<file path="src/rtl/tl_ul_pkg.sv">
// Shared TileLink-UL definitions: default field widths and A/D channel opcodes.
package tl_ul_pkg;

    localparam int unsigned TL_AW   = 64;
    localparam int unsigned TL_DW   = 64;
    localparam int unsigned TL_SZW  = 8;
    localparam int unsigned TL_SRCW = 3;
    localparam int unsigned TL_OPW  = 3;
    localparam int unsigned TL_PW   = 3;

    typedef enum logic [2:0] {
        PUT_FULL_DATA_A    = 3'd0,
        PUT_PARTIAL_DATA_A = 3'd1,
        ARITHMETIC_DATA_A  = 3'd2,
        LOGICAL_DATA_A     = 3'd3,
        GET_A              = 3'd4,
        INTENT_A           = 3'd5
    } tl_a_op_e;

    typedef enum logic [2:0] {
        ACCESS_ACK_D      = 3'd0,
        ACCESS_ACK_DATA_D = 3'd1,
        HINT_ACK_D        = 3'd2
    } tl_d_op_e;

endpackage

</file>
<file path="src/rtl/tl_ul_a_fifo_if.sv">
// TileLink-UL A-channel bundle; master drives valid and fields, slave drives ready.
interface tl_ul_a_fifo_if
    import tl_ul_pkg::*;
#(
    parameter int unsigned TL_ADDR_WIDTH   = TL_AW,
    parameter int unsigned TL_DATA_WIDTH   = TL_DW,
    parameter int unsigned TL_STRB_WIDTH   = TL_DATA_WIDTH / 8,
    parameter int unsigned TL_SOURCE_WIDTH = TL_SRCW,
    parameter int unsigned TL_OPCODE_WIDTH = TL_OPW,
    parameter int unsigned TL_PARAM_WIDTH  = TL_PW,
    parameter int unsigned TL_SIZE_WIDTH   = TL_SZW
) ();

    logic                       valid;
    logic                       ready;
    logic [TL_OPCODE_WIDTH-1:0] opcode;
    logic [TL_PARAM_WIDTH-1:0]  param;
    logic [TL_ADDR_WIDTH-1:0]   address;
    logic [TL_SIZE_WIDTH-1:0]   size;
    logic [TL_STRB_WIDTH-1:0]   mask;
    logic [TL_DATA_WIDTH-1:0]   data;
    logic [TL_SOURCE_WIDTH-1:0] source;

    modport master (
        output valid, opcode, param, address, size, mask, data, source,
        input  ready
    );

    modport slave (
        input  valid, opcode, param, address, size, mask, data, source,
        output ready
    );

endinterface

</file>
<file path="src/rtl/tl_ul_fifo_mem.sv">
// FIFO storage array with modulo-DEPTH write and read pointers; read data is the head entry.
module tl_ul_fifo_mem #(
    parameter int unsigned WIDTH = 8,
    parameter int unsigned DEPTH = 4
) (
    input  logic             clk,
    input  logic             rst,
    input  logic             i_wr_en,
    input  logic [WIDTH-1:0] i_wr_data,
    input  logic             i_rd_en,
    output logic [WIDTH-1:0] o_rd_data
);

    localparam int unsigned AW = (DEPTH > 1) ? $clog2(DEPTH) : 1;

    logic [WIDTH-1:0] r_mem [DEPTH];
    logic [AW-1:0]    r_wr_ptr;
    logic [AW-1:0]    r_rd_ptr;

    always_ff @(posedge clk or negedge rst) begin
        if (!rst) begin
            r_wr_ptr <= '0;
            r_rd_ptr <= '0;
        end else begin
            if (i_wr_en) begin
                r_wr_ptr <= (r_wr_ptr == AW'(DEPTH - 1)) ? '0 : r_wr_ptr + AW'(1);
            end
            if (i_rd_en) begin
                r_rd_ptr <= (r_rd_ptr == AW'(DEPTH - 1)) ? '0 : r_rd_ptr + AW'(1);
            end
        end
    end

    // Storage is deliberately not reset; the top masks the head while empty.
    always_ff @(posedge clk) begin
        if (i_wr_en) begin
            r_mem[r_wr_ptr] <= i_wr_data;
        end
    end

    assign o_rd_data = r_mem[r_rd_ptr];

endmodule

</file>
<file path="src/rtl/tl_ul_a_fifo.sv">
// TL-UL A-channel FIFO: stores legal UL opcodes, drops and counts the rest.
module tl_ul_a_fifo
    import tl_ul_pkg::*;
#(
    parameter int unsigned TL_ADDR_WIDTH   = TL_AW,
    parameter int unsigned TL_DATA_WIDTH   = TL_DW,
    parameter int unsigned TL_STRB_WIDTH   = TL_DATA_WIDTH / 8,
    parameter int unsigned TL_SOURCE_WIDTH = TL_SRCW,
    parameter int unsigned TL_OPCODE_WIDTH = TL_OPW,
    parameter int unsigned TL_PARAM_WIDTH  = TL_PW,
    parameter int unsigned TL_SIZE_WIDTH   = TL_SZW,
    parameter int unsigned DEPTH           = 4
) (
    input  logic                   clk,
    input  logic                   rst,
    tl_ul_a_fifo_if.slave          s_a,
    tl_ul_a_fifo_if.master         m_a,
    output logic [$clog2(DEPTH):0] count,
    output logic                   drop_pulse,
    output logic [7:0]             drop_cnt
);

    localparam int unsigned CW = $clog2(DEPTH) + 1;
    localparam int unsigned W  = TL_OPCODE_WIDTH + TL_PARAM_WIDTH + TL_ADDR_WIDTH
                               + TL_SIZE_WIDTH + TL_STRB_WIDTH + TL_DATA_WIDTH
                               + TL_SOURCE_WIDTH;

    logic [CW-1:0] r_count;
    logic          r_drop_pulse;
    logic [7:0]    r_drop_cnt;

    logic          w_legal;
    logic          w_full;
    logic          w_empty;
    logic          w_push;
    logic          w_store;
    logic          w_drop;
    logic          w_pop;
    logic [W-1:0]  w_wr_data;
    logic [W-1:0]  w_rd_data;

    assign w_legal = (s_a.opcode == TL_OPCODE_WIDTH'(PUT_FULL_DATA_A))
                  || (s_a.opcode == TL_OPCODE_WIDTH'(PUT_PARTIAL_DATA_A))
                  || (s_a.opcode == TL_OPCODE_WIDTH'(GET_A));

    // Ready depends only on the registered count, so a pop never frees a slot in the same cycle.
    assign w_full  = (r_count == CW'(DEPTH));
    assign w_empty = (r_count == '0);
    assign w_push  = s_a.valid && !w_full;
    assign w_store = w_push && w_legal;
    assign w_drop  = w_push && !w_legal;
    assign w_pop   = !w_empty && m_a.ready;

    assign s_a.ready = !w_full;

    assign w_wr_data = {s_a.opcode, s_a.param, s_a.address, s_a.size,
                        s_a.mask, s_a.data, s_a.source};

    tl_ul_fifo_mem #(
        .WIDTH (W),
        .DEPTH (DEPTH)
    ) u_mem (
        .clk       (clk),
        .rst       (rst),
        .i_wr_en   (w_store),
        .i_wr_data (w_wr_data),
        .i_rd_en   (w_pop),
        .o_rd_data (w_rd_data)
    );

    assign m_a.valid = !w_empty;
    assign {m_a.opcode, m_a.param, m_a.address, m_a.size,
            m_a.mask, m_a.data, m_a.source} = w_empty ? '0 : w_rd_data;

    always_ff @(posedge clk or negedge rst) begin
        if (!rst) begin
            r_count <= '0;
        end else begin
            case ({w_store, w_pop})
                2'b10:   r_count <= r_count + CW'(1);
                2'b01:   r_count <= r_count - CW'(1);
                default: r_count <= r_count;
            endcase
        end
    end

    always_ff @(posedge clk or negedge rst) begin
        if (!rst) begin
            r_drop_pulse <= 1'b0;
            r_drop_cnt   <= '0;
        end else begin
            r_drop_pulse <= w_drop;
            if (w_drop && (r_drop_cnt != '1)) begin
                r_drop_cnt <= r_drop_cnt + 8'd1;
            end
        end
    end

    assign count      = r_count;
    assign drop_pulse = r_drop_pulse;
    assign drop_cnt   = r_drop_cnt;

endmodule
</file>
<file path="src/flat_wrapper.sv">
// flat-port wrapper written by rule: the top's interface ports become plain ports
module tl_ul_a_fifo_flat import tl_ul_pkg::*;
#(
    parameter int unsigned TL_ADDR_WIDTH   = TL_AW,
    parameter int unsigned TL_DATA_WIDTH   = TL_DW,
    parameter int unsigned TL_STRB_WIDTH   = TL_DATA_WIDTH / 8,
    parameter int unsigned TL_SOURCE_WIDTH = TL_SRCW,
    parameter int unsigned TL_OPCODE_WIDTH = TL_OPW,
    parameter int unsigned TL_PARAM_WIDTH  = TL_PW,
    parameter int unsigned TL_SIZE_WIDTH   = TL_SZW,
    parameter int unsigned DEPTH           = 4
)
  (clk, rst, count, drop_pulse, drop_cnt, s_a_valid, s_a_opcode, s_a_param, s_a_address, s_a_size, s_a_mask, s_a_data, s_a_source, s_a_ready, m_a_valid, m_a_opcode, m_a_param, m_a_address, m_a_size, m_a_mask, m_a_data, m_a_source, m_a_ready);
  tl_ul_a_fifo_if #(.TL_ADDR_WIDTH(TL_ADDR_WIDTH), .TL_DATA_WIDTH(TL_DATA_WIDTH), .TL_STRB_WIDTH(TL_STRB_WIDTH), .TL_SOURCE_WIDTH(TL_SOURCE_WIDTH), .TL_OPCODE_WIDTH(TL_OPCODE_WIDTH), .TL_PARAM_WIDTH(TL_PARAM_WIDTH), .TL_SIZE_WIDTH(TL_SIZE_WIDTH)) s_a_i ();
  tl_ul_a_fifo_if #(.TL_ADDR_WIDTH(TL_ADDR_WIDTH), .TL_DATA_WIDTH(TL_DATA_WIDTH), .TL_STRB_WIDTH(TL_STRB_WIDTH), .TL_SOURCE_WIDTH(TL_SOURCE_WIDTH), .TL_OPCODE_WIDTH(TL_OPCODE_WIDTH), .TL_PARAM_WIDTH(TL_PARAM_WIDTH), .TL_SIZE_WIDTH(TL_SIZE_WIDTH)) m_a_i ();
  input  logic clk;
  input  logic rst;
  output logic [$clog2(DEPTH):0] count;
  output logic drop_pulse;
  output logic [7:0] drop_cnt;
  input wire logic [$bits(s_a_i.valid)-1:0] s_a_valid;
  input wire logic [$bits(s_a_i.opcode)-1:0] s_a_opcode;
  input wire logic [$bits(s_a_i.param)-1:0] s_a_param;
  input wire logic [$bits(s_a_i.address)-1:0] s_a_address;
  input wire logic [$bits(s_a_i.size)-1:0] s_a_size;
  input wire logic [$bits(s_a_i.mask)-1:0] s_a_mask;
  input wire logic [$bits(s_a_i.data)-1:0] s_a_data;
  input wire logic [$bits(s_a_i.source)-1:0] s_a_source;
  output wire logic [$bits(s_a_i.ready)-1:0] s_a_ready;
  output wire logic [$bits(m_a_i.valid)-1:0] m_a_valid;
  output wire logic [$bits(m_a_i.opcode)-1:0] m_a_opcode;
  output wire logic [$bits(m_a_i.param)-1:0] m_a_param;
  output wire logic [$bits(m_a_i.address)-1:0] m_a_address;
  output wire logic [$bits(m_a_i.size)-1:0] m_a_size;
  output wire logic [$bits(m_a_i.mask)-1:0] m_a_mask;
  output wire logic [$bits(m_a_i.data)-1:0] m_a_data;
  output wire logic [$bits(m_a_i.source)-1:0] m_a_source;
  input wire logic [$bits(m_a_i.ready)-1:0] m_a_ready;
  assign s_a_i.valid = s_a_valid;
  assign s_a_i.opcode = s_a_opcode;
  assign s_a_i.param = s_a_param;
  assign s_a_i.address = s_a_address;
  assign s_a_i.size = s_a_size;
  assign s_a_i.mask = s_a_mask;
  assign s_a_i.data = s_a_data;
  assign s_a_i.source = s_a_source;
  assign s_a_ready = s_a_i.ready;
  assign m_a_valid = m_a_i.valid;
  assign m_a_opcode = m_a_i.opcode;
  assign m_a_param = m_a_i.param;
  assign m_a_address = m_a_i.address;
  assign m_a_size = m_a_i.size;
  assign m_a_mask = m_a_i.mask;
  assign m_a_data = m_a_i.data;
  assign m_a_source = m_a_i.source;
  assign m_a_i.ready = m_a_ready;
  tl_ul_a_fifo #(.TL_ADDR_WIDTH(TL_ADDR_WIDTH), .TL_DATA_WIDTH(TL_DATA_WIDTH), .TL_STRB_WIDTH(TL_STRB_WIDTH), .TL_SOURCE_WIDTH(TL_SOURCE_WIDTH), .TL_OPCODE_WIDTH(TL_OPCODE_WIDTH), .TL_PARAM_WIDTH(TL_PARAM_WIDTH), .TL_SIZE_WIDTH(TL_SIZE_WIDTH), .DEPTH(DEPTH)) u_core (.clk(clk), .rst(rst), .s_a(s_a_i), .m_a(m_a_i), .count(count), .drop_pulse(drop_pulse), .drop_cnt(drop_cnt));
endmodule
</file>
<file path="config.mk">
export PLATFORM = sky130hd
export DESIGN_NAME = tl_ul_a_fifo_flat
export DESIGN_NICKNAME = d
export VERILOG_FILES = /design/src/rtl/tl_ul_pkg.sv /design/src/rtl/tl_ul_a_fifo_if.sv /design/src/rtl/tl_ul_fifo_mem.sv /design/src/rtl/tl_ul_a_fifo.sv /design/src/flat_wrapper.sv
export SDC_FILE = /design/constraint.sdc
export NUM_CORES = 1
export LEC_CHECK = 0
export ABC_AREA = 1
export CORE_MARGIN = 2
export CORE_UTILIZATION = 50
export DETAILED_ROUTE_END_ITERATION = 12
export GPL_TIMING_DRIVEN = 0
export PLACE_DENSITY = 0.72
export SLEW_MARGIN = 10
export SYNTH_ARGS = -nofsm -noshare
export SYNTH_HDL_FRONTEND = slang
export SYNTH_SLANG_ARGS = --single-unit
export TNS_END_PERCENT = 10
</file>
<file path="constraint.sdc">
create_clock -name clk -period 7.6 [get_ports clk]
set_input_delay 1.52 -clock clk [delete_from_list [all_inputs] [get_ports clk]]
set_output_delay 1.52 -clock clk [all_outputs]
set_load 0.005 [all_outputs]
</file>
==> results.toml <==
[status]
status = "complete, no violations"

[drt]
final_antenna_net_count = 0
via_per_inst = 5.38
detailedRoute.firstIterationViolations = 1335
vias = 16500
routed_wl_um = 64000
drt_first_pass_iters = 6
route.detailed.drc = 0
avgRoutedWirePerCell_um = 20.9

[floorplanning]
die-height_um = 226
dieWidth_um = 226
initial_core_util_pct = 50.4
rows = 81
core-area_sq_um = 48700
design.portCount = 324
total_die_area_sq_um = 50900

[layout]
finish.net_count = 2514
instances_no_fill = 3065
proportion_of_layout_cells_with_a_drive_suffix_above_1_pct = 7.59
syn_to_final_growth_pct = 27.4
layout.cells.most_common = "nor2_1"
final_cell_mix = "nor2_1 (621), edfxtp_1 (612), clkdlybuf4s50_1 (323), o21ai_1 (177), a21oi_1 (155)"

[worst_setup_path]
worstPathMaxFanout = 10
crit_path_end_kind = "primary output"
reg2reg_depth = 7
r2r_slack_ns = 4.80
crit_cells = 6
setup.worst_path.start_class = "register"
critical_path.cell_chain = "inv_2 -> buf_4 -> clkbuf_1 -> o21ai_1 -> a21oi_1 -> clkdlybuf4s50_1"
worst_r2r_endpoint = "u_core.u_mem.r_mem[1][60]$_DFFE_PP_"
path_delay_family = "buffers and inverters"
type_of_the_worst_setup_path = "register to primary output"
critPathArrivalTime_ns = 3.14
cp_slowest_cell = "clkdlybuf4s50_1"
startpoint = "u_core.u_mem.r_rd_ptr[0]$_DFFE_PN0P_"
timing.critical_path.required_ns = 6.08
critical_path.n_buffers_inverters = 4
cpPeakStageDelay_ns = 0.56
critical_path.reg2reg.startpoint = "u_core.count[0]$_DFFE_PN0P_"
critPathCapture = "m_a_data[32]"

[global_route]
grtUsageTotal_pct = 24.7
grt_first_pass_wirelength_um = 93900
grt.overflow.total = 0
first_global_vias = 16200
antenna_found_initial = 11
maximum_number_of_pins_on_one_net_before_global_route_repair = 26

[yosys]
post_synth_instance_area_sq_um = 24600
mean_instance_size_in_the_synthesized_netlist_sq_um = 12.7
synth.area.top_cells = "edfxtp_1 (75%), nor2_1 (9.6%), o21ai_1 (3.6%)"
synth.distinct_cells = 19
synth.net_count = 2101
synth.top_cell.area_share_pct = 74.8
ys_seq_elements = 628
synth_warnings = 0
post_synth_inst_count = 1936
synth.yosys.seq_area_share_pct = 76.5
yosys_top_cell_by_area = "edfxtp_1"

[timing]
max_slew.worst_pin.slew_ns = 0.812
finalSetupViolCount = 0
grt_setup_unrepaired = "false"
max_freq_mhz = 215
hold_violation_total_from_the_final_report = 0
final_min_period_over_clock_period_pct = 61.3
slew_headroom_pct = 45.7
skew_ns = 0.0215
post-route-min-period_ns = 4.66
hold_ws_ns = 0.540
fin_setup_tns_ns = 0
drv_slew = 0

[clock_tree]
clock_tree_root = "clkbuf_16"
cts_buffer_count = 60
tritoncts_num_sinks = 628
clock_tree.htree_level_count = 2
resized_cells_post_cts = 0
clock_tree_from_tritoncts = "built"
ctsHoldBuffers = 0
insertion_delay_ns = 0.62
postCtsSetupRepairBufs = 0
cts_max_path_buffers = 3
path_clk_slew_ns = 0.06

[power]
ir_worst_vdd_mv = 0.232
power.static_leakage_nw = 10.6
ratio_of_total_power_to_cell_area_nw_per_um2 = 386

[place]
finalWeightedCongestion = 0.824
placed_cells_incl_taps = 2951
dp.final_hpwl_um = 40500
numPortBuffers = 323

[flow_run]
maxCapViolations = 0

[hold_path]
min_path_type = "register to register"
worst_hold_launch = "u_core.u_mem.r_wr_ptr[1]$_DFFE_PN0P_"
metrics by stage:
step                util, %  setup WS, ns  power [mW]  area, sq um
global route           64.2          2.79        12.7        31300
floorplan                 -         -1.34        6.55        24600
CTS                    64.1          2.90        12.1        31300
detailed placement     60.1          3.22        9.11        29300
finish                 64.2          2.94        12.1        31300
global placement       58.7         -7.39        9.07        28600
state kept, by name (all words and copies together), names as in the netlist:
signal and count:
u_core.count 3, u_core.drop_cnt 8, u_core.drop_pulse 1, u_core.u_mem.r_mem 612, u_core.u_mem.r_rd_ptr 2, u_core.u_mem.r_wr_ptr 2
tightest hold or removal path, delay by kind of cell, from the launching register on:
family | cells | cell delay [ns]
DFF | 1 | 0.39
and+or+nand+nor | 2 | 0.12
cells by family after synthesis:
logic type	share of synthesized area [%]
and+or+nand+nor	10.6
DFF	76.5
AOI/OAI and AO/OA	9.54
buffers and inverters	2.89
adders and majority gates	0.438
xor gates and xnor gates	0.107
per-layer routing:
layer,global-route usage (%),part of all wire (%),routed length [um]
met2,41.0,49,31300
met3,7.36,9.1,5820
met1,30.9,39,25100
met4,8.61,2.7,1710
met5,0,0.15,94
synth_stat cells, drive strengths merged:
| master | count |
|---|---|
| clkbuf | 54 |
| xnor2 | 1 |
| a21oi | 155 |
| edfxtp | 612 |
| buf | 62 |
| o21ai | 313 |
| fa | 1 |
| xor2 | 2 |
| nor2 | 625 |
| inv | 25 |
| dfrtp | 16 |
| ha | 7 |
| nand3 | 11 |
| nand2 | 52 |
power breakdown:
group	total [mW]	switching (mW)	internal, mW
sequential	4.18	0.0866	4.10
combinational	4.86	2.70	2.16
clock	3.02	1.25	1.77
total	12.1	4.04	8.03
area by class of cell:
type / count / area [sq um]
diodes: 4 / 10.0
plain buffers: 116 / 616
clock buffers: 75 / 1580
clock inverters: 35 / 402
fillers: 3597 / 17500
inverters: 25 / 93.8
multi-input cells: 1167 / 5100
flip-flops and latches: 628 / 18800
well taps: 664 / 831
repair buffers: 351 / 3870
how the worst min path moves through the flow:
| stage | end | cells past startpoint | slack [ns] |
|---|---|---|---|
| after detailed placement | u_core.u_mem.r_wr_ptr[1]$_DFFE_PN0P_ | 2 | 0.53 |
| after floorplan | u_core.u_mem.r_wr_ptr[1]$_DFFE_PN0P_ | 2 | 0.49 |
| after global routing | u_core.u_mem.r_wr_ptr[1]$_DFFE_PN0P_ | 2 | 0.57 |
| final | u_core.u_mem.r_wr_ptr[1]$_DFFE_PN0P_ | 2 | 0.54 |
| after global placement | u_core.u_mem.r_wr_ptr[1]$_DFFE_PN0P_ | 2 | 0.52 |
| after CTS | u_core.u_mem.r_wr_ptr[1]$_DFFE_PN0P_ | 2 | 0.54 |
Note: power is estimated with default switching activity, not from simulation.
